### src/rtl/rv_instr_encoder_loader_if.sv
// rtl/rv_instr_encoder_loader_if.sv - field-input handshake and imem write port bundle
interface rv_instr_encoder_loader_if #(
  parameter int ADDR_W = 8
) ();
  logic              in_valid;
  logic              in_ready;
  logic [2:0]        in_kind;
  logic [2:0]        in_funct3;
  logic              in_funct7b5;
  logic [4:0]        in_rd;
  logic [4:0]        in_rs1;
  logic [4:0]        in_rs2;
  logic [31:0]       in_imm;
  logic              in_last;
  logic              imem_we;
  logic [ADDR_W-1:0] imem_addr;
  logic [31:0]       imem_wdata;

  // Host side: supplies instruction fields, observes the imem write port.
  modport master (
    output in_valid, in_kind, in_funct3, in_funct7b5, in_rd, in_rs1, in_rs2, in_imm, in_last,
    input  in_ready, imem_we, imem_addr, imem_wdata
  );

  // Encoder side.
  modport slave (
    input  in_valid, in_kind, in_funct3, in_funct7b5, in_rd, in_rs1, in_rs2, in_imm, in_last,
    output in_ready, imem_we, imem_addr, imem_wdata
  );
endinterface

### src/rtl/rv_instr_encoder_loader.sv
// rtl/rv_instr_encoder_loader.sv - RV32I field-to-word encoder that loads instruction memory
module rv_instr_encoder_loader #(
  parameter int ADDR_W    = 8,
  parameter int BASE_ADDR = 0
) (
  input  logic                      clk,
  input  logic                      rst,
  input  logic                      start,
  rv_instr_encoder_loader_if.slave  bus,
  output logic                      busy,
  output logic                      done,
  output logic                      err,
  output logic [ADDR_W:0]           count
);

  localparam logic [ADDR_W-1:0] BASE      = ADDR_W'(BASE_ADDR);
  localparam logic [ADDR_W-1:0] LAST_ADDR = '1;

  typedef enum logic [2:0] {
    S_IDLE,
    S_RUN,
    S_ENC,
    S_WRITE,
    S_DONE,
    S_ERR
  } state_t;

  state_t            state;
  logic              in_ready_q;
  logic              imem_we_q;
  logic [ADDR_W-1:0] addr_q;
  logic [31:0]       wdata_q;

  logic [2:0]        f_kind;
  logic [2:0]        f_f3;
  logic              f_f7b5;
  logic [4:0]        f_rd;
  logic [4:0]        f_rs1;
  logic [4:0]        f_rs2;
  logic [31:0]       f_imm;
  logic              f_last;

  logic [31:0]       enc_word;
  logic              enc_legal;
  logic              imm_i_ok;
  logic              imm_b_ok;
  logic              imm_j_ok;

  assign bus.in_ready   = in_ready_q;
  assign bus.imem_we    = imem_we_q;
  assign bus.imem_addr  = addr_q;
  assign bus.imem_wdata = wdata_q;

  // Encode the captured fields and judge whether the immediate fits its format.
  always_comb begin
    enc_word  = '0;
    enc_legal = 1'b0;
    imm_i_ok  = (&f_imm[31:11]) | ~(|f_imm[31:11]);
    imm_b_ok  = ((&f_imm[31:12]) | ~(|f_imm[31:12])) & ~f_imm[0];
    imm_j_ok  = ((&f_imm[31:20]) | ~(|f_imm[31:20])) & ~f_imm[0];
    case (f_kind)
      3'd0: begin
        enc_word  = {f_imm[11:0], f_rs1, f_f3, f_rd, 7'b0000011};
        enc_legal = imm_i_ok;
      end
      3'd1: begin
        enc_word  = {f_imm[11:5], f_rs2, f_rs1, f_f3, f_imm[4:0], 7'b0100011};
        enc_legal = imm_i_ok;
      end
      3'd2: begin
        enc_word  = {1'b0, f_f7b5, 5'b00000, f_rs2, f_rs1, f_f3, f_rd, 7'b0110011};
        enc_legal = 1'b1;
      end
      3'd3: begin
        enc_word  = {f_imm[12], f_imm[10:5], f_rs2, f_rs1, f_f3, f_imm[4:1], f_imm[11], 7'b1100011};
        enc_legal = imm_b_ok;
      end
      3'd4: begin
        // Shifts carry a 5-bit shamt plus the arithmetic-select bit 30.
        if (f_f3 == 3'b001 || f_f3 == 3'b101) begin
          enc_word  = {1'b0, f_f7b5, 5'b00000, f_imm[4:0], f_rs1, f_f3, f_rd, 7'b0010011};
          enc_legal = ~(|f_imm[31:5]);
        end else begin
          enc_word  = {f_imm[11:0], f_rs1, f_f3, f_rd, 7'b0010011};
          enc_legal = imm_i_ok;
        end
      end
      3'd5: begin
        enc_word  = {f_imm[20], f_imm[10:1], f_imm[11], f_imm[19:12], f_rd, 7'b1101111};
        enc_legal = imm_j_ok;
      end
      3'd6: begin
        enc_word  = {f_imm[11:0], f_rs1, 3'b000, f_rd, 7'b1100111};
        enc_legal = imm_i_ok;
      end
      default: begin
        enc_word  = '0;
        enc_legal = 1'b0;
      end
    endcase
  end

  // Session FSM: accept fields, encode, write one word, repeat until last or error.
  always_ff @(posedge clk or posedge rst) begin
    if (rst) begin
      state      <= S_IDLE;
      in_ready_q <= 1'b0;
      imem_we_q  <= 1'b0;
      busy       <= 1'b0;
      done       <= 1'b0;
      err        <= 1'b0;
      addr_q     <= BASE;
      wdata_q    <= '0;
      count      <= '0;
      f_kind     <= '0;
      f_f3       <= '0;
      f_f7b5     <= 1'b0;
      f_rd       <= '0;
      f_rs1      <= '0;
      f_rs2      <= '0;
      f_imm      <= '0;
      f_last     <= 1'b0;
    end else begin
      case (state)
        S_IDLE, S_ERR: begin
          if (start) begin
            state      <= S_RUN;
            addr_q     <= BASE;
            count      <= '0;
            err        <= 1'b0;
            in_ready_q <= 1'b1;
            busy       <= 1'b1;
          end
        end
        S_RUN: begin
          if (bus.in_valid) begin
            f_kind     <= bus.in_kind;
            f_f3       <= bus.in_funct3;
            f_f7b5     <= bus.in_funct7b5;
            f_rd       <= bus.in_rd;
            f_rs1      <= bus.in_rs1;
            f_rs2      <= bus.in_rs2;
            f_imm      <= bus.in_imm;
            f_last     <= bus.in_last;
            in_ready_q <= 1'b0;
            state      <= S_ENC;
          end
        end
        S_ENC: begin
          if (enc_legal) begin
            wdata_q   <= enc_word;
            imem_we_q <= 1'b1;
            state     <= S_WRITE;
          end else begin
            err   <= 1'b1;
            busy  <= 1'b0;
            state <= S_ERR;
          end
        end
        S_WRITE: begin
          imem_we_q <= 1'b0;
          count     <= count + (ADDR_W+1)'(1);
          // Address only advances while there is room, so it can never wrap.
          if (addr_q != LAST_ADDR) begin
            addr_q <= addr_q + ADDR_W'(1);
          end
          if (f_last) begin
            done  <= 1'b1;
            busy  <= 1'b0;
            state <= S_DONE;
          end else if (addr_q == LAST_ADDR) begin
            err   <= 1'b1;
            busy  <= 1'b0;
            state <= S_ERR;
          end else begin
            in_ready_q <= 1'b1;
            state      <= S_RUN;
          end
        end
        S_DONE: begin
          done  <= 1'b0;
          state <= S_IDLE;
        end
        default: begin
          state <= S_IDLE;
        end
      endcase
    end
  end

endmodule
### src/flat_wrapper.sv
// flat-port wrapper written by rule: the top's interface ports become plain ports
module rv_instr_encoder_loader_flat 
#(
  parameter int ADDR_W    = 8,
  parameter int BASE_ADDR = 0
)
  (clk, rst, start, busy, done, err, count, bus_in_valid, bus_in_kind, bus_in_funct3, bus_in_funct7b5, bus_in_rd, bus_in_rs1, bus_in_rs2, bus_in_imm, bus_in_last, bus_in_ready, bus_imem_we, bus_imem_addr, bus_imem_wdata);
  rv_instr_encoder_loader_if #(.ADDR_W(ADDR_W)) bus_i ();
  input  logic clk;
  input  logic rst;
  input  logic start;
  output logic busy;
  output logic done;
  output logic err;
  output logic [ADDR_W:0] count;
  input wire logic [$bits(bus_i.in_valid)-1:0] bus_in_valid;
  input wire logic [$bits(bus_i.in_kind)-1:0] bus_in_kind;
  input wire logic [$bits(bus_i.in_funct3)-1:0] bus_in_funct3;
  input wire logic [$bits(bus_i.in_funct7b5)-1:0] bus_in_funct7b5;
  input wire logic [$bits(bus_i.in_rd)-1:0] bus_in_rd;
  input wire logic [$bits(bus_i.in_rs1)-1:0] bus_in_rs1;
  input wire logic [$bits(bus_i.in_rs2)-1:0] bus_in_rs2;
  input wire logic [$bits(bus_i.in_imm)-1:0] bus_in_imm;
  input wire logic [$bits(bus_i.in_last)-1:0] bus_in_last;
  output wire logic [$bits(bus_i.in_ready)-1:0] bus_in_ready;
  output wire logic [$bits(bus_i.imem_we)-1:0] bus_imem_we;
  output wire logic [$bits(bus_i.imem_addr)-1:0] bus_imem_addr;
  output wire logic [$bits(bus_i.imem_wdata)-1:0] bus_imem_wdata;
  assign bus_i.in_valid = bus_in_valid;
  assign bus_i.in_kind = bus_in_kind;
  assign bus_i.in_funct3 = bus_in_funct3;
  assign bus_i.in_funct7b5 = bus_in_funct7b5;
  assign bus_i.in_rd = bus_in_rd;
  assign bus_i.in_rs1 = bus_in_rs1;
  assign bus_i.in_rs2 = bus_in_rs2;
  assign bus_i.in_imm = bus_in_imm;
  assign bus_i.in_last = bus_in_last;
  assign bus_in_ready = bus_i.in_ready;
  assign bus_imem_we = bus_i.imem_we;
  assign bus_imem_addr = bus_i.imem_addr;
  assign bus_imem_wdata = bus_i.imem_wdata;
  rv_instr_encoder_loader #(.ADDR_W(ADDR_W), .BASE_ADDR(BASE_ADDR)) u_core (.clk(clk), .rst(rst), .start(start), .bus(bus_i), .busy(busy), .done(done), .err(err), .count(count));
endmodule
### config.mk
export PLATFORM = sky130hd
export DESIGN_NAME = rv_instr_encoder_loader_flat
export DESIGN_NICKNAME = d
export VERILOG_FILES = /design/src/rtl/rv_instr_encoder_loader_if.sv /design/src/rtl/rv_instr_encoder_loader.sv /design/src/flat_wrapper.sv
export SDC_FILE = /design/constraint.sdc
export NUM_CORES = 1
export LEC_CHECK = 0
export BUFFER_PORTS_ARGS = -buffer_cell sky130_fd_sc_hd__buf_2
export CAP_MARGIN = 10
export CORE_MARGIN = 1
export CORE_UTILIZATION = 40
export CTS_CLUSTER_SIZE = 16
export DETAILED_ROUTE_END_ITERATION = 10
export PLACE_DENSITY = 0.61
export SLEW_MARGIN = 10
export SYNTH_ARGS = -nofsm -noshare
export SYNTH_HDL_FRONTEND = slang
export SYNTH_SLANG_ARGS = --single-unit
export TNS_END_PERCENT = 10
### constraint.sdc
create_clock -name clk -period 4.8 [get_ports clk]
set_clock_uncertainty 0.1 [all_clocks]
set_input_delay 0.72 -clock clk [delete_from_list [all_inputs] [get_ports clk]]
set_output_delay 0.72 -clock clk [all_outputs]
set_load 0.01 [all_outputs]
# After elaboration in Yosys (flattened, before gate mapping)
# Index checks and enable logic that the tools add are counted.
[word_totals] reg_bits=112 inputBits=59 output_inout_bits=54 elab_cells=114
[op_classes] add_sub_neg=2 n_eq_ne=25 n_mux=33 n_bitwise=10 n_reduce_logical=27
[ops] operator="$pmux 32 s7" count=1
[ops] operator="$mux 32" count=1
[ops] operator="$reduce_or 27->1" count=1
[ops] operator="$reduce_and 21->1" count=1
[ops] operator="$reduce_or 21->1" count=1
[ops] operator="$reduce_and 20->1" count=1
[ops] operator="$reduce_or 20->1" count=1
[ops] operator="$eq 3x3->1 const B" count=6
[ops] operator="$pmux 9 s2" count=1
[ops] operator="$mux 8" count=2
[ops] operator="$pmux 8 s2" count=1
[ops] operator="$mux 3" count=5
[ops] operator="$mux 1" count=14
[ops] operator="$eq 3x2->1 const B" count=4
[ops] operator="$pmux 3 s4" count=1
[ops] operator="$reduce_and 12->1" count=1
[ops] operator="$reduce_and 2->1" count=6
[ops] operator="$reduce_or 12->1" count=1
[ops] operator="$ne 2x2->1 const B" count=5
[ops] operator="$reduce_and 5->1" count=2
[ops] operator="$add 9x1->9 const B" count=1
[ops] operator="$eq 3x1->1 const B" count=3
[ops] operator="$mux 9" count=1
[ops] operator="$pmux 1 s3" count=3
[ops] operator="18 further kinds" count=33

# Logic depth before layout (Yosys ltp)
# Gate-level depths: netlist (run 1).
[logic_depth] depth_word=7 depth_mapped=9 mapped_depth_nobuf=7

# Worst setup path after synthesis (run 1)
# No wires, ideal clock.
[synth_timing] path_kind="register to register" start="reg u_core.f_kind[1]" end="reg u_core.wdata_q[10], in the netlist u_core.bus.imem_wdata[10]" setup_time_ps=125 arrival_time_ps=1883 required_time_ps=4575 slack_ps=2692 path_stages_with_launch=10 path_buffers=3 synth_period_minus_slack_ps=2108 cell_sequence="dfrtp_1 > clkbuf_1 > nand2b_1 > buf_6 > nor2_1 > a32oi_1 > o211ai_2 > o21ai_4 > buf_6 > mux2_4"
[synth_via] elab_chain_cells=4 elab_cells_between_ends=11 cone_classes="eq/ne: 6; mux: 2; reduce/logical: 3"
[synth_rtl] element="start, declared" line_no="rv_instr_encoder_loader.sv:34" text="logic [2:0] f_kind;"
[synth_rtl] element="start signal, assigned" line_no="rv_instr_encoder_loader.sv:137" text="f_kind <= bus.in_kind;"
[synth_rtl] element="$eq 3x1->1, or another cell as far along" line_no="rv_instr_encoder_loader.sv:61" text="case (f_kind)"
[synth_rtl] element="$reduce_or 3->1 (no line)"
[synth_rtl] element="$pmux 1 s5" line_no="rv_instr_encoder_loader.sv:61"
[synth_rtl] element="$reduce_and 2->1 (no line)"
[synth_rtl] element="end signal, assigned" line_no="rv_instr_encoder_loader.sv:151" text="wdata_q <= enc_word;"
[synth_rtl] element="end, declared" line_no="rv_instr_encoder_loader.sv:32" text="logic [31:0] wdata_q;"
# Parallel ways exist; a longest one is shown, timed or not.
# A chain may end at the register's enable or synchronous reset.

# Worst setup path after layout (run 1)
[layout_timing] start="reg u_core.f_kind[0]" end="reg u_core.wdata_q[12], in the netlist u_core.bus.imem_wdata[12]"
# Same word-level chain as after synthesis.

==> results of run 1 <==
-- final timing paths --
| path | slack, ns | start | cells after the start | end |
|---|---|---|---|---|
| worst min-delay path | 0.39 | u_core.bus.imem_wdata[2]$_DFFE_PP0P_ | 1 | u_core.bus.imem_wdata[2]$_DFFE_PP0P_ |
| max in group asynchronous | 3.08 | rst | 3 | u_core.bus.imem_wdata[14]$_DFFE_PP0P_ |
| worst max register to register | 1.50 | u_core.f_kind[0]$_DFFE_PP0P_ | 7 | u_core.bus.imem_wdata[12]$_DFFE_PP0P_ |
| min in group asynchronous | 0.50 | rst | 2 | u_core.f_imm[1]$_DFFE_PP0P_ |
| worst min register to register | 0.39 | u_core.bus.imem_wdata[2]$_DFFE_PP0P_ | 1 | u_core.bus.imem_wdata[2]$_DFFE_PP0P_ |
| worst max-delay path | 1.50 | u_core.f_kind[0]$_DFFE_PP0P_ | 7 | u_core.bus.imem_wdata[12]$_DFFE_PP0P_ |
-- per-layer routing --
| layer | track usage | vias up |
|---|---|---|
| li1 | - | 1801 |
| met1 | 0.2480 | 1861 |
| met2 | 0.3030 | 91 |
| met3 | 0.04393 | 13 |
| met4 | 0.06923 | 0 |
| met5 | 0 | - |
-- final cells by class --
type                    count  area, µm²  area share
clock buffers              13      270.3     0.04388
clock inverters             3      40.04    0.006501
inverters                  12      47.55    0.007720
multi-input cells         299       2225      0.3612
flip-flops and latches    111       2778      0.4510
well taps                 172      215.2     0.03495
repair buffers            115      583.1     0.09468
-- cells by family (layout without fill, tap and decap cells) --
| group | Yosys count | after routing | synth area share |
|---|---|---|---|
| simple gates | 128 | 128 | 0.1180 |
| flops | 111 | 111 | 0.5370 |
| mux | 85 | 85 | 0.1979 |
| compound gates | 77 | 77 | 0.09604 |
| buf+inv | 35 | 143 | 0.03435 |
| xor+xnor | 7 | 7 | 0.01185 |
| fa+ha+maj | 2 | 2 | 0.004837 |
-- through the flow --
step	instances	hold slack [ns]
after floorplan	445	0.3806
after global placement	709	0.3731
after detailed placement	709	0.3696
after CTS	725	0.3911
after global routing	725	0.3997
final	725	0.3932
-- sequential cells by signal, summed over array words and instances (netlist names) --
register and flops:
u_core.count 9, u_core.f_f7b5 1, u_core.err 1, u_core.f_rs2 5, u_core.busy 1, u_core.f_rs1 5, u_core.bus.imem_we 1, u_core.done 1
u_core.bus.imem_wdata 31, u_core.f_rd 5, u_core.f_f3 3, u_core.state 3, u_core.f_kind 3, u_core.f_imm 32, u_core.f_last 1, u_core.bus.imem_addr 8
u_core.bus.in_ready 1
-- worst max-delay path: stages, from the launching register on --
cell and delay (ns):
dfrtp_1 0.80, nand2_1 0.43, nor3b_1 0.27, nand4_1 0.11, o21ai_2 0.10, o21ai_4 0.62
buf_4 0.40, mux2_4 0.33
-- cells in the final DEF, fill, tap and decap left out, types with 2 or more instances in the layout --
cell type  count
or4_1          2
o2bb2ai_1      2
o21a_1         2
dfrtp_1      111
mux2_4        20
xor2_1         6
nor3_1         7
and3_1         3
nand2_1       37
o21ai_0       35
nand4_1       11
nor4_1         6
mux2_2        58
buf_4          3
a21oi_1       11
o22ai_1        4
clkbuf_16      9
clkinv_2       2
nand3_1       11
inv_1         10
clkbuf_8       3
nor2_1        31
a32o_1         3
buf_2        112
ha_1           2
a22o_1         5
a221oi_1       2
mux2i_1        7
nand2b_1      11
or3_1          4
a211oi_1       2
nor3b_1        2
-- power breakdown --
part / internal, W / switching [W]
Clock: 0.000446 / 0.000331
Combinational: 0.000730 / 0.000665
Sequential: 0.00133 / 0.000400
==> reports/results.tsv, run 1 <==
stage	metric	value	unit
die	die_x	115.7	µm
critical_path	cp-end-kind	flip-flop	
layout	design_area	6158	µm²
sta	fin_crit	3.295	ns
placed_design	numPortBuffers	112	
sta	fin_ws	1.505	ns
clocking	cts.clk_slew.worst_paths	0.07	ns
sta	hold_viol	0	
clocking	numCtsBuffers	9	
synth	synth_top_area_share	0.5370	
critical_path	path_class	reg -> reg	
die	die_y	115.7	µm
global_route	grt_pass1_vias	3767	
detailed_routing	drc	0	
synth	avgSynthCellArea	11.62	µm²
detailed_routing	wl_met3	537	µm
synth	synth_top_cell_by_area	dfrtp_1	
layout	fill_cells	1205	
synth	synthDistinctLibCells	47	
synth	synth_area_leaders	dfrtp_1 54%, mux2_2 13%, mux2_4 5.8%, o21ai_0 3.4%, nand2_1 2.7%	
layout	postLayoutCoreUtil	0.4880	
clocking	h-tree-depth	3	
detailed_routing	drt-wirelength-per-cell	15.95	µm
layout	final_layout_size_suffix_gt1_frac	0.3888	
sta	grt_setup_unrepaired	no	
placed_design	gp_congestion	0.8164	
die	initial_core_util	0.4099	
layout	syn2layout_area_growth	19.06	%
detailed_routing	first_pass_iters	4	
layout	layout.nets	609	
synth	synth.most_common_cell	dfrtp_1	
synth	yosysWarnings	0	
layout	n_antenna_cell	0	
detailed_routing	ant_nets	0	
clocking	post_cts_buffers	0	
sta	fmax	303.5	MHz
detailed_routing	vias	3766	
clocking	cts-resized-gates	0	
global_route	globalRoute.totalOverflow	0	
global_route	grt_first_pass_wirelength	19.12	mm
detailed_routing	route.met2.wl	5.573	mm
clocking	hold_buffers	0	
clocking	root_buffer	clkbuf_16	
critical_path	crit_arrival	3.43	ns
run_status	status	completed	
detailed_routing	drt_iter0_markers	191	
placed_design	post-place-ws	1.514	ns
detailed_routing	routed_wl	11.56	mm
synth	synth-edff-count	0	
sta	setup_viol	0	
detailed_routing	vias_per_cell	5.194	
synth	syn_nets	506	
detailed_routing	routedLengthMet1	5.271	mm
sta	slew_headroom	0.2803	
synth	syn-cell-area	5172	µm²
placed_design	place_area	5848	µm²
die	core_area	12620	µm²
power	ir_worst_vdd	0.0003031	V
power	power	0.003903	W
global_route	grt_max_degree	82	
detailed_routing	dr.max_layer_used	met4	
sta	finalSetupTns	0	ns
power	power_leakage	2.955	nW
sta	worstMarginPinSlew	1.077	ns
synth	ys.flop_type	dfrtp_1	
critical_path	critPathLaunchType	flip-flop	
critical_path	worst-path-max-fanout	24	
sta	min_period_over_period	0.6865	
synth	synth-seq-cells	111	
flow_run	drv_cap	0	
synth	postSynth.asyncResetShare	1.000	
die	die-area	13390	µm²
global_route	antenna_found_initial	0	
clocking	clockBufferDepth	2	
power	power_density	633.8	nW/µm²
synth	synth_common_cells	111 x dfrtp_1, 58 x mux2_2, 37 x nand2_1	
clocking	cts_tree	built	
clocking	clkLatencyLatePin	0.35	ns
min_path	hp-class	reg -> reg	
die	rows	41	
die	io_pins	113	
global_route	track_usage	0.1880	
sta	finalMaxSlewViolations	0	
synth	ys_seq_area_frac	0.5370	
clocking	cts.sinks	111	
placed_design	place_hpwl	8.375	mm
synth	syn_inst	445	
critical_path	required	4.94	ns
Power figures use the tool's default switching activity.
==> run 2: changes to the inputs <==
Settings changed: PLACE_DENSITY 0.61 to 0.63.
Clock period 4.8 ns to 2.75 ns, I/O delays scaled along.
==> run 2 against run 1 <==
Net effect:
- setup slack worse by 1.2 ns
- die area is the same
- cell area rose by 2.8%
- flip-flop and latch count unchanged
- register-to-register slack worse by 1.2 ns
- cell count up 2.5%
- maximum frequency increased by 33%
- power up 78%
- critical path depth down 1
- global-route usage increased by 0.13 points
- first-iteration DRC count increased by 6.3%
- critical endpoint is now u_core.bus.imem_addr[7]$_DFFE_PP0P_
==> reports/results.tsv, run 2 (synthesis gave the netlist of run 1 again) <==
stage	metric	value	unit
run_status	status	completed	
detailed_routing	wl_met3	707	µm
die	core_area	12620	µm²
clocking	hold_buffers	0	
clocking	cts.sinks	111	
layout	layout.nets	628	
detailed_routing	drt-wirelength-per-cell	15.90	µm
clocking	clockBufferDepth	2	
critical_path	required	2.91	ns
clocking	root_buffer	clkbuf_16	
critical_path	path_cells	inv_1 > or3_1 > nor2_2 > o2111ai_1 > or3_1 > a21oi_1	
global_route	grt_first_pass_wirelength	19.26	mm
global_route	antenna_found_initial	0	
layout	largest_reg_flops	32	
die	io_pins	113	
clocking	h-tree-depth	3	
power	ir_worst_vdd	0.0006482	V
placed_design	gp_congestion	0.8344	
layout	layout_common_cells	112 x buf_2, 111 x dfrtp_1, 58 x mux2_2	
sta	fmax	403.5	MHz
clocking	numCtsBuffers	9	
sta	min_period_over_period	0.9012	
critical_path	crit_arrival	2.64	ns
detailed_routing	routed_wl	11.81	mm
die	initial_core_util	0.4099	
sta	slew_headroom	0.4811	
critical_path	worst-path-max-fanout	11	
placed_design	place_hpwl	8.652	mm
global_route	grt_pass1_vias	3765	
layout	postLayoutCoreUtil	0.5017	
layout	syn2layout_area_growth	22.40	%
detailed_routing	drc	0	
clocking	cts-resized-gates	0	
critical_path	crit_top_cell	or3_1	
detailed_routing	first_pass_iters	5	
global_route	grt_max_degree	55	
clocking	post_cts_buffers	0	
layout	top_register	u_core.f_imm	
critical_path	cp-end-kind	flip-flop	
sta	setup_viol	0	
detailed_routing	routedLengthMet1	5.233	mm
placed_design	numPortBuffers	112	
critical_path	worst_path_max_delay_cell	dfrtp_1	
detailed_routing	route.met2.wl	5.784	mm
layout	mostFrequentLayoutCell	buf_2	
sta	finalSetupTns	0	ns
global_route	track_usage	0.1893	
detailed_routing	vias_per_cell	5.152	
clocking	cts.clk_slew.worst_paths	0.07	ns
sta	fin_crit	2.478	ns
detailed_routing	drt_iter0_markers	203	
critical_path	path_class	reg -> reg	
global_route	globalRoute.totalOverflow	0	
critical_path	critPathLaunchType	flip-flop	
die	die_x	115.7	µm
detailed_routing	ant_nets	0	
power	power_leakage	3.038	nW
detailed_routing	dr.max_layer_used	met4	
sta	finalMaxSlewViolations	0	
die	rows	41	
clocking	clkLatencyLatePin	0.35	ns
critical_path	cpPeakStageDelay	0.55	ns
power	power_density	1097	nW/µm²
sta	hold_viol	0	
flow_run	drv_cap	0	
die	die-area	13390	µm²
clocking	cts_tree	built	
detailed_routing	vias	3828	
min_path	hp-class	in -> async	
sta	grt_setup_unrepaired	no	
layout	n_antenna_cell	0	
die	die_y	115.7	µm
layout	final_layout_size_suffix_gt1_frac	0.4063	
sta	worstMarginPinSlew	0.7724	ns
==> run 2: cell types whose count changed in the layout (fill, tap and decap cells not counted), sizes merged <==
cell      delta
buf         +19
bufinv       +1
clkbuf       -1
clkinv       -2
clkinvlp     +2
inv          -1
==> run 2: area by class of cell <==
class	count	area, µm²
sequential	111	2778
tap	172	215.2
clock inverter	3	67.56
clock buffer	12	246.5
timing repair buffer	134	750.7
multi-input combinational	299	2225
fill	1198	6289
inverter	12	48.80
==> run 2: through the flow <==
step / instances / setup WS (ns) / hold slack, ns / area, µm² / total power [W]
4_1_cts: 736 / 0.1348 / 0.09610 / 6279 / 0.007012
3_3_place_gp: 721 / 0.2174 / 0.3624 / 5964 / 0.005522
6_report: 743 / 0.2716 / 0.07881 / 6331 / 0.006942
5_1_grt: 743 / 0.04540 / 0.1167 / 6331 / 0.007471
2_1_floorplan: 445 / 0.6421 / 0.3806 / 5176 / 0.004741
3_5_place_dp: 721 / 0.1585 / 0.3634 / 5964 / 0.005603
==> run 2: final timing paths <==
check	from	endpoint	slack [ns]	cells past startpoint
worst min register to register	u_core.bus.imem_we$_DFFE_PP0P_	u_core.bus.imem_we$_DFFE_PP0P_	0.38	2
worst min-delay path	rst	u_core.bus.imem_addr[3]$_DFFE_PP0P_	0.08	2
min in group clk	bus_in_imm[8]	u_core.f_imm[8]$_DFFE_PP0P_	0.19	2
worst max register to register	u_core.state[1]$_DFFE_PP0P_	u_core.bus.imem_addr[7]$_DFFE_PP0P_	0.27	6
max in group asynchronous	rst	u_core.f_imm[24]$_DFFE_PP0P_	1.78	3
worst max-delay path	u_core.state[1]$_DFFE_PP0P_	u_core.bus.imem_addr[7]$_DFFE_PP0P_	0.27	6
==> run 2: worst max-delay path: cells and delay by family (launching register included) <==
| kind | cells | cell delay [ns] |
|---|---|---|
| compound gates | 2 | 0.42 |
| simple gates | 3 | 1.16 |
| buf+inv | 1 | 0.17 |
| flops | 1 | 0.55 |
==> run 2: where the power goes <==
group          internal (W)  leakage [nW]  switching, W
combinational       0.00136          1.50       0.00128
clock              0.000819         0.149      0.000563
sequential          0.00233          1.39      0.000586
==> run 2: layer usage <==
metal / GRT usage / vias up
li1: - / 1833
met1: 0.2454 / 1873
met2: 0.3162 / 112
met3: 0.05492 / 10
met4: 0.03846 / 0
met5: 0 / -
